## config.mk

```make
export PLATFORM = sky130hd
export DESIGN_NAME = hazard_scoreboard_flat
export DESIGN_NICKNAME = d
export VERILOG_FILES = /design/src/rtl/hazard_scoreboard_if.sv /design/src/rtl/hazard_scoreboard.sv /design/src/flat_wrapper.sv
export SDC_FILE = /design/constraint.sdc
export NUM_CORES = 1
export LEC_CHECK = 0
export CAP_MARGIN = 25
export CELL_PAD_IN_SITES_DETAIL_PLACEMENT = 0
export CELL_PAD_IN_SITES_GLOBAL_PLACEMENT = 1
export CORE_ASPECT_RATIO = 2
export CORE_MARGIN = 8
export CORE_UTILIZATION = 35
export DETAILED_ROUTE_END_ITERATION = 6
export MAX_ROUTING_LAYER = met4
export PLACE_DENSITY = 0.71
export SETUP_SLACK_MARGIN = 0.3
export SLEW_MARGIN = 20
export SYNTH_ARGS = -nofsm -noshare
export SYNTH_HDL_FRONTEND = slang
export SYNTH_SLANG_ARGS = --single-unit
```

## constraint.sdc

```tcl
create_clock -name clk -period 2.2 [get_ports clk]
set_input_delay 0.44 -clock clk [delete_from_list [all_inputs] [get_ports clk]]
set_output_delay 0.44 -clock clk [all_outputs]
set_load 0.01 [all_outputs]
```

## src/rtl/hazard_scoreboard_if.sv

```systemverilog
// hazard_scoreboard_if: decode-stage request, resolve inputs and hazard controls
// between the pipeline datapath (master) and the hazard scoreboard (slave).
//   d_*               instruction currently in D (sources, destinations, class)
//   branch_taken_e    branch resolved taken in E
//   pcsrc_w           W writes the PC
//   stall_*/flush_*   pipeline register holds and clears, bubble_m for M
//   fwd_sel_e/hi_e    per-source forwarding select and 64-bit half select
//   mul_busy          multiply still occupying E
interface hazard_scoreboard_if #(
    parameter int REG_AW  = 4,
    parameter int NUM_SRC = 3
);
    logic                      d_valid;
    logic [NUM_SRC*REG_AW-1:0] d_src_addr;
    logic [NUM_SRC-1:0]        d_src_used;
    logic [REG_AW-1:0]         d_dst_addr;
    logic [REG_AW-1:0]         d_dst2_addr;
    logic                      d_dst_we;
    logic                      d_dst2_we;
    logic                      d_is_load;
    logic                      d_is_mul;
    logic                      branch_taken_e;
    logic                      pcsrc_w;
    logic                      stall_f;
    logic                      stall_d;
    logic                      stall_e;
    logic                      flush_d;
    logic                      flush_e;
    logic                      bubble_m;
    logic [NUM_SRC*2-1:0]      fwd_sel_e;
    logic [NUM_SRC-1:0]        fwd_hi_e;
    logic                      mul_busy;

    modport master (
        output d_valid, d_src_addr, d_src_used, d_dst_addr, d_dst2_addr,
               d_dst_we, d_dst2_we, d_is_load, d_is_mul, branch_taken_e, pcsrc_w,
        input  stall_f, stall_d, stall_e, flush_d, flush_e, bubble_m,
               fwd_sel_e, fwd_hi_e, mul_busy
    );

    modport slave (
        input  d_valid, d_src_addr, d_src_used, d_dst_addr, d_dst2_addr,
               d_dst_we, d_dst2_we, d_is_load, d_is_mul, branch_taken_e, pcsrc_w,
        output stall_f, stall_d, stall_e, flush_d, flush_e, bubble_m,
               fwd_sel_e, fwd_hi_e, mul_busy
    );
endinterface

```

## src/rtl/hazard_scoreboard.sv

```systemverilog
// hazard_scoreboard: hazard and forwarding controller for a 5-stage F/D/E/M/W pipeline.
//   clk    rising-edge clock
//   reset  asynchronous active-low reset
//   bus    hazard_scoreboard_if slave: D instruction fields, branch/PC-write
//          inputs, stall/flush/bubble controls, forwarding selects, mul_busy
// Tracks destination tags for E/M/W (two destinations per instruction for long
// multiply) and a multiply occupancy counter; all outputs are combinational
// from that state and the D inputs.
module hazard_scoreboard #(
    parameter int REG_AW      = 4,
    parameter int NUM_SRC     = 3,
    parameter int MUL_LATENCY = 4,
    parameter int PC_REG      = 15
) (
    input logic                clk,
    input logic                reset,
    hazard_scoreboard_if.slave bus
);
    localparam int CW = $clog2(MUL_LATENCY) + 1;
    localparam logic [REG_AW-1:0] PC = REG_AW'(PC_REG);

    typedef struct packed {
        logic              valid;
        logic [REG_AW-1:0] dst;
        logic [REG_AW-1:0] dst2;
        logic              we;
        logic              we2;
    } tag_t;

    tag_t                      e_q, m_q, w_q, e_d, d_tag;
    logic                      e_load_q, m_load_q, e_load_d;
    logic [NUM_SRC*REG_AW-1:0] e_src_q, e_src_d;
    logic [NUM_SRC-1:0]        e_used_q, e_used_d;
    logic [CW-1:0]             cnt_q, cnt_d;
    logic [NUM_SRC*2-1:0]      fwd_sel;
    logic [NUM_SRC-1:0]        fwd_hi, lu_hit;
    logic                      busy, lu, pcw, br, lu_stall, flush_d, flush_e, load_mul;

    // {matched via dst2, matched via dst}; the PC alias never matches
    function automatic logic [1:0] hit(input tag_t t, input logic [REG_AW-1:0] r);
        return {t.valid & t.we2 & (t.dst2 == r) & (r != PC),
                t.valid & t.we  & (t.dst  == r) & (r != PC)};
    endfunction

    // M beats W; a load in M has no data yet, so it falls through to W.
    // The high half is chosen only when dst2 matched and dst did not.
    always_comb begin
        fwd_sel = '0;
        fwd_hi  = '0;
        lu_hit  = '0;
        for (int i = 0; i < NUM_SRC; i++) begin
            if (e_used_q[i] && |hit(m_q, e_src_q[i*REG_AW +: REG_AW]) && !m_load_q) begin
                fwd_sel[2*i +: 2] = 2'b10;
                fwd_hi[i]         = hit(m_q, e_src_q[i*REG_AW +: REG_AW]) == 2'b10;
            end else if (e_used_q[i] && |hit(w_q, e_src_q[i*REG_AW +: REG_AW])) begin
                fwd_sel[2*i +: 2] = 2'b01;
                fwd_hi[i]         = hit(w_q, e_src_q[i*REG_AW +: REG_AW]) == 2'b10;
            end
            lu_hit[i] = bus.d_src_used[i] & |hit(e_q, bus.d_src_addr[i*REG_AW +: REG_AW]);
        end
    end

    assign busy     = cnt_q != '0;
    assign lu       = bus.d_valid & e_load_q & |lu_hit;
    assign pcw      = (bus.d_valid & bus.d_dst_we & (bus.d_dst_addr == PC))
                    | (e_q.valid & e_q.we & (e_q.dst == PC))
                    | (m_q.valid & m_q.we & (m_q.dst == PC));
    // a branch sitting behind an unfinished multiply is not yet resolved
    assign br       = bus.branch_taken_e & e_q.valid & ~busy;
    assign lu_stall = lu & ~br;
    assign flush_d  = br | pcw | bus.pcsrc_w;
    // a held E cannot also be cleared
    assign flush_e  = (lu | br) & ~busy;

    assign bus.stall_f   = lu_stall | pcw | busy;
    assign bus.stall_d   = (lu_stall | busy) & ~flush_d;
    assign bus.stall_e   = busy;
    assign bus.flush_d   = flush_d;
    assign bus.flush_e   = flush_e;
    assign bus.bubble_m  = busy;
    assign bus.mul_busy  = busy;
    assign bus.fwd_sel_e = fwd_sel;
    assign bus.fwd_hi_e  = fwd_hi;

    always_comb begin
        d_tag    = '{valid: 1'b1, dst: bus.d_dst_addr, dst2: bus.d_dst2_addr,
                     we: bus.d_dst_we, we2: bus.d_dst2_we};
        e_d      = busy ? e_q : (flush_e | ~bus.d_valid) ? '0 : d_tag;
        e_load_d = busy ? e_load_q : ~flush_e & bus.d_valid & bus.d_is_load;
        e_src_d  = busy ? e_src_q : (flush_e | ~bus.d_valid) ? '0 : bus.d_src_addr;
        e_used_d = busy ? e_used_q : (flush_e | ~bus.d_valid) ? '0 : bus.d_src_used;
        load_mul = ~busy & ~flush_e & bus.d_valid & bus.d_is_mul;
        cnt_d    = busy ? cnt_q - CW'(1) : load_mul ? CW'(MUL_LATENCY - 1) : '0;
    end

    always_ff @(posedge clk or negedge reset) begin
        if (!reset) begin
            e_q      <= '0;
            m_q      <= '0;
            w_q      <= '0;
            e_load_q <= 1'b0;
            m_load_q <= 1'b0;
            e_src_q  <= '0;
            e_used_q <= '0;
            cnt_q    <= '0;
        end else begin
            e_q      <= e_d;
            e_load_q <= e_load_d;
            e_src_q  <= e_src_d;
            e_used_q <= e_used_d;
            m_q      <= busy ? '0 : e_q;
            m_load_q <= ~busy & e_load_q;
            w_q      <= m_q;
            cnt_q    <= cnt_d;
        end
    end
endmodule

```

## src/flat_wrapper.sv

```systemverilog
// flat-port wrapper written by rule: the top's interface ports become plain ports
module hazard_scoreboard_flat 
#(
    parameter int REG_AW      = 4,
    parameter int NUM_SRC     = 3,
    parameter int MUL_LATENCY = 4,
    parameter int PC_REG      = 15
)
  (clk, reset, bus_d_valid, bus_d_src_addr, bus_d_src_used, bus_d_dst_addr, bus_d_dst2_addr, bus_d_dst_we, bus_d_dst2_we, bus_d_is_load, bus_d_is_mul, bus_branch_taken_e, bus_pcsrc_w, bus_stall_f, bus_stall_d, bus_stall_e, bus_flush_d, bus_flush_e, bus_bubble_m, bus_fwd_sel_e, bus_fwd_hi_e, bus_mul_busy);
  hazard_scoreboard_if #(.REG_AW(REG_AW), .NUM_SRC(NUM_SRC)) bus_i ();
  input logic clk;
  input logic reset;
  input wire logic [$bits(bus_i.d_valid)-1:0] bus_d_valid;
  input wire logic [$bits(bus_i.d_src_addr)-1:0] bus_d_src_addr;
  input wire logic [$bits(bus_i.d_src_used)-1:0] bus_d_src_used;
  input wire logic [$bits(bus_i.d_dst_addr)-1:0] bus_d_dst_addr;
  input wire logic [$bits(bus_i.d_dst2_addr)-1:0] bus_d_dst2_addr;
  input wire logic [$bits(bus_i.d_dst_we)-1:0] bus_d_dst_we;
  input wire logic [$bits(bus_i.d_dst2_we)-1:0] bus_d_dst2_we;
  input wire logic [$bits(bus_i.d_is_load)-1:0] bus_d_is_load;
  input wire logic [$bits(bus_i.d_is_mul)-1:0] bus_d_is_mul;
  input wire logic [$bits(bus_i.branch_taken_e)-1:0] bus_branch_taken_e;
  input wire logic [$bits(bus_i.pcsrc_w)-1:0] bus_pcsrc_w;
  output wire logic [$bits(bus_i.stall_f)-1:0] bus_stall_f;
  output wire logic [$bits(bus_i.stall_d)-1:0] bus_stall_d;
  output wire logic [$bits(bus_i.stall_e)-1:0] bus_stall_e;
  output wire logic [$bits(bus_i.flush_d)-1:0] bus_flush_d;
  output wire logic [$bits(bus_i.flush_e)-1:0] bus_flush_e;
  output wire logic [$bits(bus_i.bubble_m)-1:0] bus_bubble_m;
  output wire logic [$bits(bus_i.fwd_sel_e)-1:0] bus_fwd_sel_e;
  output wire logic [$bits(bus_i.fwd_hi_e)-1:0] bus_fwd_hi_e;
  output wire logic [$bits(bus_i.mul_busy)-1:0] bus_mul_busy;
  assign bus_i.d_valid = bus_d_valid;
  assign bus_i.d_src_addr = bus_d_src_addr;
  assign bus_i.d_src_used = bus_d_src_used;
  assign bus_i.d_dst_addr = bus_d_dst_addr;
  assign bus_i.d_dst2_addr = bus_d_dst2_addr;
  assign bus_i.d_dst_we = bus_d_dst_we;
  assign bus_i.d_dst2_we = bus_d_dst2_we;
  assign bus_i.d_is_load = bus_d_is_load;
  assign bus_i.d_is_mul = bus_d_is_mul;
  assign bus_i.branch_taken_e = bus_branch_taken_e;
  assign bus_i.pcsrc_w = bus_pcsrc_w;
  assign bus_stall_f = bus_i.stall_f;
  assign bus_stall_d = bus_i.stall_d;
  assign bus_stall_e = bus_i.stall_e;
  assign bus_flush_d = bus_i.flush_d;
  assign bus_flush_e = bus_i.flush_e;
  assign bus_bubble_m = bus_i.bubble_m;
  assign bus_fwd_sel_e = bus_i.fwd_sel_e;
  assign bus_fwd_hi_e = bus_i.fwd_hi_e;
  assign bus_mul_busy = bus_i.mul_busy;
  hazard_scoreboard #(.REG_AW(REG_AW), .NUM_SRC(NUM_SRC), .MUL_LATENCY(MUL_LATENCY), .PC_REG(PC_REG)) u_core (.clk(clk), .reset(reset), .bus(bus_i));
endmodule
```

==> flow_metrics.env, run 1 <==
export IMPL_rsz0062_at_grt="true"
export IMPL_synth_seq_area_share_pct=41.4
export IMPL_max_cap_violations=0
export IMPL_critPathKind="in2out"
export IMPL_ys_ff_latch=53
export IMPL_status="finished with violations"
export IMPL_synth_most_common_cell="nand2_1"
export IMPL_cpPeakStageDelay_ns=0.44
export IMPL_cts_htree_levels=2
export IMPL_fin_ws_ns=-0.320
export IMPL_ys_flop_type="dfrtp_1"
export IMPL_antenna_found_initial=0
export IMPL_grtUsageTotal_pct=16.9
export IMPL_grt_pass1_wl_um=16200
export IMPL_grt_pass1_vias=3187
export IMPL_hp_class="in2async"
export IMPL_drt_iter0_drc=90
export IMPL_synth_enable_flop_cells=0
export IMPL_wl_um=11000
export IMPL_die_h_um=151
export IMPL_syn_avg_cell_area_um2=8.99
export IMPL_gp_congestion=0.917
export IMPL_cp_cell_sequence="dlygate4sd2_1, buf_4, xor2_2, nor3_2, o211ai_2, a31oi_2, or4_4, buf_6"
export IMPL_nNetsFinal=523
export IMPL_clk_latency_ns=0.30
export IMPL_peakVddDrop_uv=918
export IMPL_ioPinCount=48
export IMPL_start_kind="input pin"
export IMPL_synth_top_area_cell="dfrtp_1"
export IMPL_cts_tree="done"
export IMPL_die_area_um2=12600
export IMPL_route_detailed_drc=0
export IMPL_setup_viol=13
export IMPL_syn2layout_area_growth_pct=57.2
export IMPL_ys_types=45
export IMPL_violations="negative setup slack"
export IMPL_synth_top_area_share_pct=41.4
export IMPL_fin_crit_sh_pct=115
export IMPL_tightestPinTransition_ns=0.679
export IMPL_relSlewSlack_pct=54.7
export IMPL_fmax_ghz=0.397
export IMPL_syn_nets=390
export IMPL_clk_pin_slew_worst_paths_ns=0.07
export IMPL_clock_sinks=53
export IMPL_crit_path_end_kind="output port"
export IMPL_cp_required_ns=1.76
export IMPL_rr_worst_depth=10
export IMPL_cp_arrival_ns=2.08
export IMPL_cts_buffers=5
export IMPL_ys_async_sr_fraction_pct=100
export IMPL_postSynthCellCount=356
export IMPL_ys_top_cells_by_area="dfrtp_1 (41%), xor2_1 (8.5%), xnor2_1 (7.9%)"
export IMPL_drtPass1Iterations=4
export IMPL_power_mw=5.61
export IMPL_fp_row_count=49
export IMPL_critPathSlowestCell="or4_4"
export IMPL_gr_total_overflow=0
export IMPL_wl_per_cell_um=18.6
export IMPL_cts_root_buf="clkbuf_16"
export IMPL_grt_max_degree=54
export IMPL_ant_nets=0
export IMPL_hpwlAfterDp_um=8070
export IMPL_netlist_top_cells_count="nand2_1 (67), dfrtp_1 (53), xor2_1 (31)"
export IMPL_portBuffers=47
export IMPL_hold_violations=0
export IMPL_vias=3110
export IMPL_diodes=0
export IMPL_min_period_ns=2.52
export IMPL_slew_violations=0
export IMPL_yosysWarnings=0
export IMPL_ctsHoldBuffers=0
export IMPL_fin_tns_setup_ns=-2.48
export IMPL_powerDensity_nw_per_um2=1120
export IMPL_fin_skew_ns=0.00831
export IMPL_layout_drive_gt1_share_pct=45.5
export IMPL_crit_fanout=3
export IMPL_initial_core_util_pct=35.8
export IMPL_via_per_inst=5.25
export IMPL_p_leak_nw=2.25
export IMPL_dieWidth_um=83.6
export IMPL_syn_area_um2=3200
export IMPL_fp_coreArea_um2=8950
export IMPL_cts_buffer_depth=2
[registers in the layout (all words and copies together), names as in the netlist]
register / cells
u_core.e_src_q: 12
u_core.e_q: 11
u_core.m_q: 11
u_core.w_q: 11
u_core.cnt_q: 3
u_core.e_used_q: 3
u_core.e_load_q: 1
u_core.m_load_q: 1
[critical path: cells and delay by family]
| kind | cells | cell delay, ns |
|---|---|---|
| buffers and inverters | 3 | 0.62 |
| xor gates and xnor gates | 1 | 0.17 |
| AOI/OAI and AO/OA | 2 | 0.35 |
| and+or+nand+nor | 2 | 0.50 |
[routing by layer]
layer / part of all wire, % / vias to the layer above / GRT usage (%)
li1: - / 1474 / -
met1: 32 / 1517 / 14.3
met2: 60 / 81 / 33.7
met3: 2.3 / 38 / 1.94
met4: 6.2 / 0 / 10.7
met5: 0 / - / -
[report_power, final]
part | internal, mW | switching (mW)
Combinational | 1.66 | 1.34
Clock | 0.436 | 0.383
Sequential | 1.31 | 0.482
Total | 3.41 | 2.21
[worst paths after layout]
path / from / endpoint / slack [ns]
setup / recovery: bus_d_src_addr[0] / bus_stall_f / -0.32
hold / removal: reset / u_core.cnt_q[1] / 0.25
setup reg to reg: u_core.e_q[8] / u_core.e_src_q[10] / 0.23
hold reg to reg: u_core.m_q[0] / u_core.w_q[0] / 0.38
max in group asynchronous: reset / u_core.e_q[2] / 1.43
min in group clk: u_core.m_q[0] / u_core.w_q[0] / 0.38
[placed cells by master, fill, tap and decap left out, types with 7 or more instances in the layout]
cell type / n
buf_4: 77
nand2_1: 60
dfrtp_1: 35
buf_6: 29
xor2_1: 28
o21ai_0: 22
xnor2_1: 21
clkdlybuf4s50_1: 18
dfrtp_2: 18
nand3_1: 13
nor2_1: 12
and2_1: 11
buf_2: 10
nand4_1: 8
o22ai_2: 8
xnor2_2: 7
dlygate4sd2_1: 7
[layout make-up]
| type | count | area (um^2) |
|---|---|---|
| fillers | 814 | 3920 |
| multi-input cells | 270 | 2030 |
| flip-flops and latches | 53 | 1350 |
| repair buffers | 151 | 1340 |
| well taps | 102 | 128 |
| inverters | 8 | 32.5 |
| clock inverters | 3 | 28.8 |
| clock buffers | 5 | 125 |
[per-stage QoR]
step                hold slack (ns)  std cells  setup slack (ns)  util, %  cell area [um^2]
finish                        0.249        592            -0.320     56.2              5030
global route                  0.310        592            -0.371     56.2              5030
CTS                           0.282        578            -0.281     52.2              4670
detailed placement            0.361        556            -0.969     47.5              4250
global placement              0.357        556            -0.925     47.5              4250
floorplan                     0.144        356             0.175        -              3240
[cells by family (layout without fill, tap and decap cells)]
group / count (synthesis) / count (layout) / synth area share, %
DFF: 53 / 53 / 41.4
adders and majority gates: 2 / 2 / 0.782
xor gates and xnor gates: 60 / 60 / 16.4
muxes: 1 / 1 / 0.313
and+or+nand+nor: 144 / 144 / 21.7
buffers and inverters: 33 / 167 / 5.98
AOI/OAI and AO/OA: 63 / 63 / 13.3
[timing repair]
item	in CTS	in global routing
gates cloned	0	4
setup endpoints to repair	45	45
setup buffers	14	10
pin swaps	41	23
resized for setup	149	53
Note: power is estimated with default switching activity, not from simulation.
==> run 2, diff against run 1 <==
--- a/config.mk
+++ b/config.mk
@@ -10,10 +10,10 @@
 export CELL_PAD_IN_SITES_GLOBAL_PLACEMENT = 1
 export CORE_ASPECT_RATIO = 2
 export CORE_MARGIN = 8
-export CORE_UTILIZATION = 35
+export CORE_UTILIZATION = 41
 export DETAILED_ROUTE_END_ITERATION = 6
 export MAX_ROUTING_LAYER = met4
-export PLACE_DENSITY = 0.71
+export PLACE_DENSITY = 0.81
 export SETUP_SLACK_MARGIN = 0.3
 export SLEW_MARGIN = 20
 export SYNTH_ARGS = -nofsm -noshare
==> flow_metrics.env, run 2 (synthesis results as in run 1) <==
export IMPL_p_leak_nw=2.20
export IMPL_hp_class="in2async"
export IMPL_cp_required_ns=1.76
export IMPL_vias=3087
export IMPL_cts_buffers=5
export IMPL_r2r_start="u_core.e_q[8]"
export IMPL_hpwlAfterDp_um=7710
export IMPL_fin_skew_ns=0.00777
export IMPL_cts_tree="done"
export IMPL_dieWidth_um=78.5
export IMPL_violations="negative setup slack"
export IMPL_hold_violations=0
export IMPL_peakVddDrop_uv=985
export IMPL_fp_row_count=45
export IMPL_largest_reg_flops=12
export IMPL_nNetsFinal=513
export IMPL_cts_buffer_depth=2
export IMPL_critPathKind="in2out"
export IMPL_cp_arrival_ns=2.06
export IMPL_max_cap_violations=0
export IMPL_powerDensity_nw_per_um2=1120
export IMPL_regMostFlops="u_core.e_src_q"
export IMPL_fin_ws_ns=-0.301
export IMPL_clk_latency_ns=0.30
export IMPL_setup_viol=13
export IMPL_layout_common_cells="buf_4 (73), nand2_1 (63), dfrtp_1 (37)"
export IMPL_clock_sinks=53
export IMPL_gr_total_overflow=0
export IMPL_fin_cells=574
export IMPL_gp_congestion=0.934
export IMPL_slew_violations=0
export IMPL_diodes=0
export IMPL_crit_path_end_kind="output port"
export IMPL_fin_crit_sh_pct=114
export IMPL_grt_pass1_vias=3300
export IMPL_crit_end="bus_stall_f"
export IMPL_highest_layer="met4"
export IMPL_die_h_um=141
export IMPL_grt_pass1_wl_um=16100
export IMPL_status="finished with violations"
export IMPL_n_fill_cell=651
export IMPL_ioPinCount=48
export IMPL_rsz0062_at_grt="true"
export IMPL_portBuffers=47
export IMPL_fin_tns_setup_ns=-2.52
export IMPL_place_inst=541
export IMPL_post_dp_cell_area_um2=4200
export IMPL_cts_root_buf="clkbuf_16"
export IMPL_ctsHoldBuffers=0
export IMPL_fp_coreArea_um2=7600
export IMPL_layout_drive_gt1_share_pct=45.2
export IMPL_final_common_cell="buf_4"
export IMPL_crit_fanout=3
export IMPL_rr_worst_depth=11
export IMPL_crit_start="bus_d_src_addr[0]"
export IMPL_syn2layout_area_growth_pct=52.0
export IMPL_drtPass1Iterations=4
export IMPL_r2r_slack_ns=0.16
export IMPL_stdcell_area_um2=4860
export IMPL_clk_pin_slew_worst_paths_ns=0.07
export IMPL_start_kind="input pin"
export IMPL_min_period_ns=2.50
export IMPL_drt_iter0_drc=149
export IMPL_route_detailed_drc=0
export IMPL_wl_per_cell_um=18.1
export IMPL_grt_max_degree=31
export IMPL_routed_wl_met3_um=210
export IMPL_wl_um=10400
export IMPL_grtUsageTotal_pct=19.2
export IMPL_relSlewSlack_pct=62.9
export IMPL_ant_nets=0
export IMPL_via_per_inst=5.38
export IMPL_cts_htree_levels=2
export IMPL_regToRegEndpoint="u_core.e_src_q[8]"
export IMPL_fmax_ghz=0.400
export IMPL_antenna_found_initial=0
export IMPL_wl_met2_um=6200
export IMPL_die_area_um2=11100
export IMPL_initial_core_util_pct=42.1
export IMPL_tightestPinTransition_ns=0.557
export IMPL_drt_met1_wl_um=3380
## run 2: stage by stage
stage / util [%] / hold slack [ns] / power [mW] / setup WS (ns)
after floorplan: - / 0.144 / 3.04 / 0.175
after global placement: 55.3 / 0.357 / 3.91 / -0.904
after detailed placement: 55.3 / 0.368 / 3.99 / -0.940
after CTS: 62.3 / 0.134 / 5.25 / -0.316
after global routing: 64.0 / 0.155 / 5.74 / -0.349
final: 64.0 / 0.124 / 5.44 / -0.301
## run 2: worst max-delay path, cell delays in order
cell and delay (ns):
clkdlybuf4s15_1 0.24, buf_4 0.16, xor2_1 0.19, nor3_2 0.06
o211ai_2 0.24, a31oi_2 0.15, or4_1 0.42, buf_2 0.16
## run 2: worst min path at each step
stage | from | depth (start not counted) | slack [ns] | endpoint
global route | reset | 1 | 0.16 | u_core.m_q[1]
detailed placement | u_core.m_q[1] | 0 | 0.37 | u_core.w_q[1]
finish | reset | 1 | 0.12 | u_core.cnt_q[0]
CTS | reset | 1 | 0.13 | u_core.cnt_q[0]
global placement | u_core.m_q[0] | 0 | 0.36 | u_core.w_q[0]
floorplan | reset | 0 | 0.14 | u_core.cnt_q[0]
## run 2: what timing repair did
action	in CTS	in global routing
pin swaps	40	21
buffers inserted	18	5
gates cloned	2	0
resized for setup	183	27
setup endpoints to repair	45	45
## run 2: where the power goes
group	internal [mW]	switching [mW]
clock network	0.428	0.363
logic	1.53	1.35
registers	1.31	0.458
total	3.27	2.17
## run 2: per-layer routing
layer / up-vias / GRT usage [%]
met3: 35 / 1.46
li1: 1457 / -
met1: 1516 / 15.8
met2: 79 / 37.6
met5: - / -
met4: 0 / 13.9
## run 2: final cells by class
type	count	area, um^2	share of cell area [%]
clock buffers	5	125	2.57
inverters	8	31.3	0.643
multi-input cells	270	2010	41.3
well taps	94	118	2.42
clock inverters	3	25.0	0.514
repair buffers	141	1210	24.9
flip-flops and latches	53	1350	27.7
==> run 3, diff against run 2 <==
--- a/config.mk
+++ b/config.mk
@@ -8,9 +8,9 @@
 export CAP_MARGIN = 25
 export CELL_PAD_IN_SITES_DETAIL_PLACEMENT = 0
 export CELL_PAD_IN_SITES_GLOBAL_PLACEMENT = 1
-export CORE_ASPECT_RATIO = 2
 export CORE_MARGIN = 8
 export CORE_UTILIZATION = 41
+export CTS_CLUSTER_SIZE = 25
 export DETAILED_ROUTE_END_ITERATION = 6
 export MAX_ROUTING_LAYER = met4
 export PLACE_DENSITY = 0.81
==> flow_metrics.env, run 3 (synthesis results as in run 1) <==
export IMPL_multiInputGateArea_um2=1960
export IMPL_crit_fanout=3
export IMPL_p_int_mw=3.07
export IMPL_slew_violations=0
export IMPL_grt_pass1_vias=3124
export IMPL_p_sw_mw=2.09
export IMPL_hpwlAfterDp_um=6700
export IMPL_via_per_inst=5.16
export IMPL_drtPass1Iterations=4
export IMPL_clk_latency_ns=0.31
export IMPL_die_h_um=104
export IMPL_regMostFlops="u_core.e_src_q"
export IMPL_ctsHoldBuffers=0
export IMPL_grt_util_met3_pct=2.85
export IMPL_cts_tree="done"
export IMPL_r2r_slack_ns=-0.05
export IMPL_layout_common_cells="buf_4 (72), nand2_1 (66), dfrtp_1 (45)"
export IMPL_tightestPinTransition_ns=0.668
export IMPL_n_fill_cell=634
export IMPL_cts_htree_levels=2
export IMPL_cp_arrival_ns=2.10
export IMPL_diodes=0
export IMPL_seqPwrFrac_pct=34.1
export IMPL_portBuffers=47
export IMPL_status="finished with violations"
export IMPL_switching_share_pct=40.6
export IMPL_fmax_ghz=0.394
export IMPL_peakVddDrop_uv=569
export IMPL_power_mw=5.16
export IMPL_grt_max_degree=54
export IMPL_relSlewSlack_pct=55.5
export IMPL_wl_um=9590
export IMPL_antenna_found_initial=0
export IMPL_grt_pass1_wl_um=15600
export IMPL_violations="negative setup slack"
export IMPL_powerDensity_nw_per_um2=1090
export IMPL_met1_usage_pct=21.2
export IMPL_crit_path_end_kind="output port"
export IMPL_wl_per_cell_um=16.5
export IMPL_regArea_um2=1340
export IMPL_setup_viol=35
export IMPL_cp_required_ns=1.76
export IMPL_fp_row_count=32
export IMPL_cts_buffers=5
export IMPL_fin_crit_sh_pct=115
export IMPL_rsz0062_at_grt="true"
export IMPL_p_leak_nw=2.16
export IMPL_final_common_cell="buf_4"
export IMPL_combinationalPowerShare_pct=54.8
export IMPL_gp_congestion=0.921
export IMPL_critPathKind="reg2out"
export IMPL_clk_pin_slew_worst_paths_ns=0.11
export IMPL_start_kind="register"
export IMPL_nNetsFinal=511
export IMPL_place_inst=548
export IMPL_hold_violations=0
export IMPL_dieWidth_um=104
export IMPL_r2r_start="u_core.e_q[5]"
export IMPL_cts_buffer_depth=2
export IMPL_fin_cells=580
export IMPL_grtUsageTotal_pct=17.9
export IMPL_die_area_um2=10900
export IMPL_fin_skew_ns=0.00984
export IMPL_hp_class="in2async"
export IMPL_crit_start="u_core.e_q[9]"
export IMPL_fp_coreArea_um2=7650
export IMPL_grt_busiest_layer="met2"
export IMPL_gr_total_overflow=0
export IMPL_largest_reg_flops=12
export IMPL_max_cap_violations=0
export IMPL_drt_iter0_drc=114
export IMPL_vias=2992
export IMPL_fin_ws_ns=-0.337
export IMPL_use_met2_pct=30.2
export IMPL_initial_core_util_pct=41.9
export IMPL_clock_sinks=53
export IMPL_route_detailed_drc=0
export IMPL_ioPinCount=48
export IMPL_ant_nets=0
export IMPL_cts_root_buf="clkbuf_8"
export IMPL_clockPowerShare_pct=11.2
export IMPL_layout_drive_gt1_share_pct=39.3
export IMPL_syn2layout_area_growth_pct=48.2
export IMPL_min_period_ns=2.54
run 3: cell type report:
type,count,area share (%)
flip-flops and latches,53,28.2
multi-input cells,270,41.4
repair buffers,139,25.1
clock buffers,5,1.45
well taps,102,2.69
clock inverters,3,0.528
inverters,8,0.686
run 3: worst paths after layout:
path / endpoint / cells past startpoint
worst max-delay path: bus_stall_f / 8
worst min-delay path: u_core.e_load_q / 2
worst max register to register: u_core.e_src_q[4] / 10
worst min register to register: u_core.w_q[0] / 0
max in group asynchronous: u_core.e_src_q[4] / 2
min in group clk: u_core.w_q[0] / 0
run 3: power by group through the flow:
stage               Clock, mW  Sequential (mW)  Combinational, mW
floorplan                   0             1.53               1.52
global placement            0             1.73               2.19
detailed placement          0             1.73               2.23
CTS                     0.587             1.71               2.55
global route            0.620             1.79               3.09
finish                  0.576             1.76               2.83
run 3: repair_timing:
| action | in CTS | in global routing |
|---|---|---|
| endpoints found under the setup margin | 45 | 45 |
| setup buffers | 16 | 5 |
| cloned | 3 | 0 |
| gates resized for setup | 124 | 45 |
| pin swaps | 23 | 18 |
run 3: critical path, stage by stage (launching register included):
cell,delay [ns]
dfrtp_1,0.45
buf_6,0.15
xnor2_1,0.12
nand3_1,0.10
nor4_2,0.05
a21oi_2,0.21
a31oi_2,0.13
or4_1,0.42
buf_2,0.16
run 3: layer usage:
metal	vias to the layer above	share of wire, %
li1	1452	-
met1	1432	43
met2	94	51
met3	14	4.3
met4	0	1.6
met5	-	0
run 3: through the flow:
stage / hold slack [ns] / util (%) / TNS [ns] / worst slack (ns) / area (um^2)
after floorplan: 0.144 / - / 0 / 0.175 / 3240
after global placement: 0.360 / 54.8 / -10.27 / -0.839 / 4190
after detailed placement: 0.365 / 54.8 / -12.08 / -0.881 / 4190
after CTS: 0.257 / 59.0 / -2.61 / -0.277 / 4510
after global routing: 0.294 / 62.0 / -6.74 / -0.415 / 4740
final: 0.238 / 62.0 / -3.38 / -0.337 / 4740
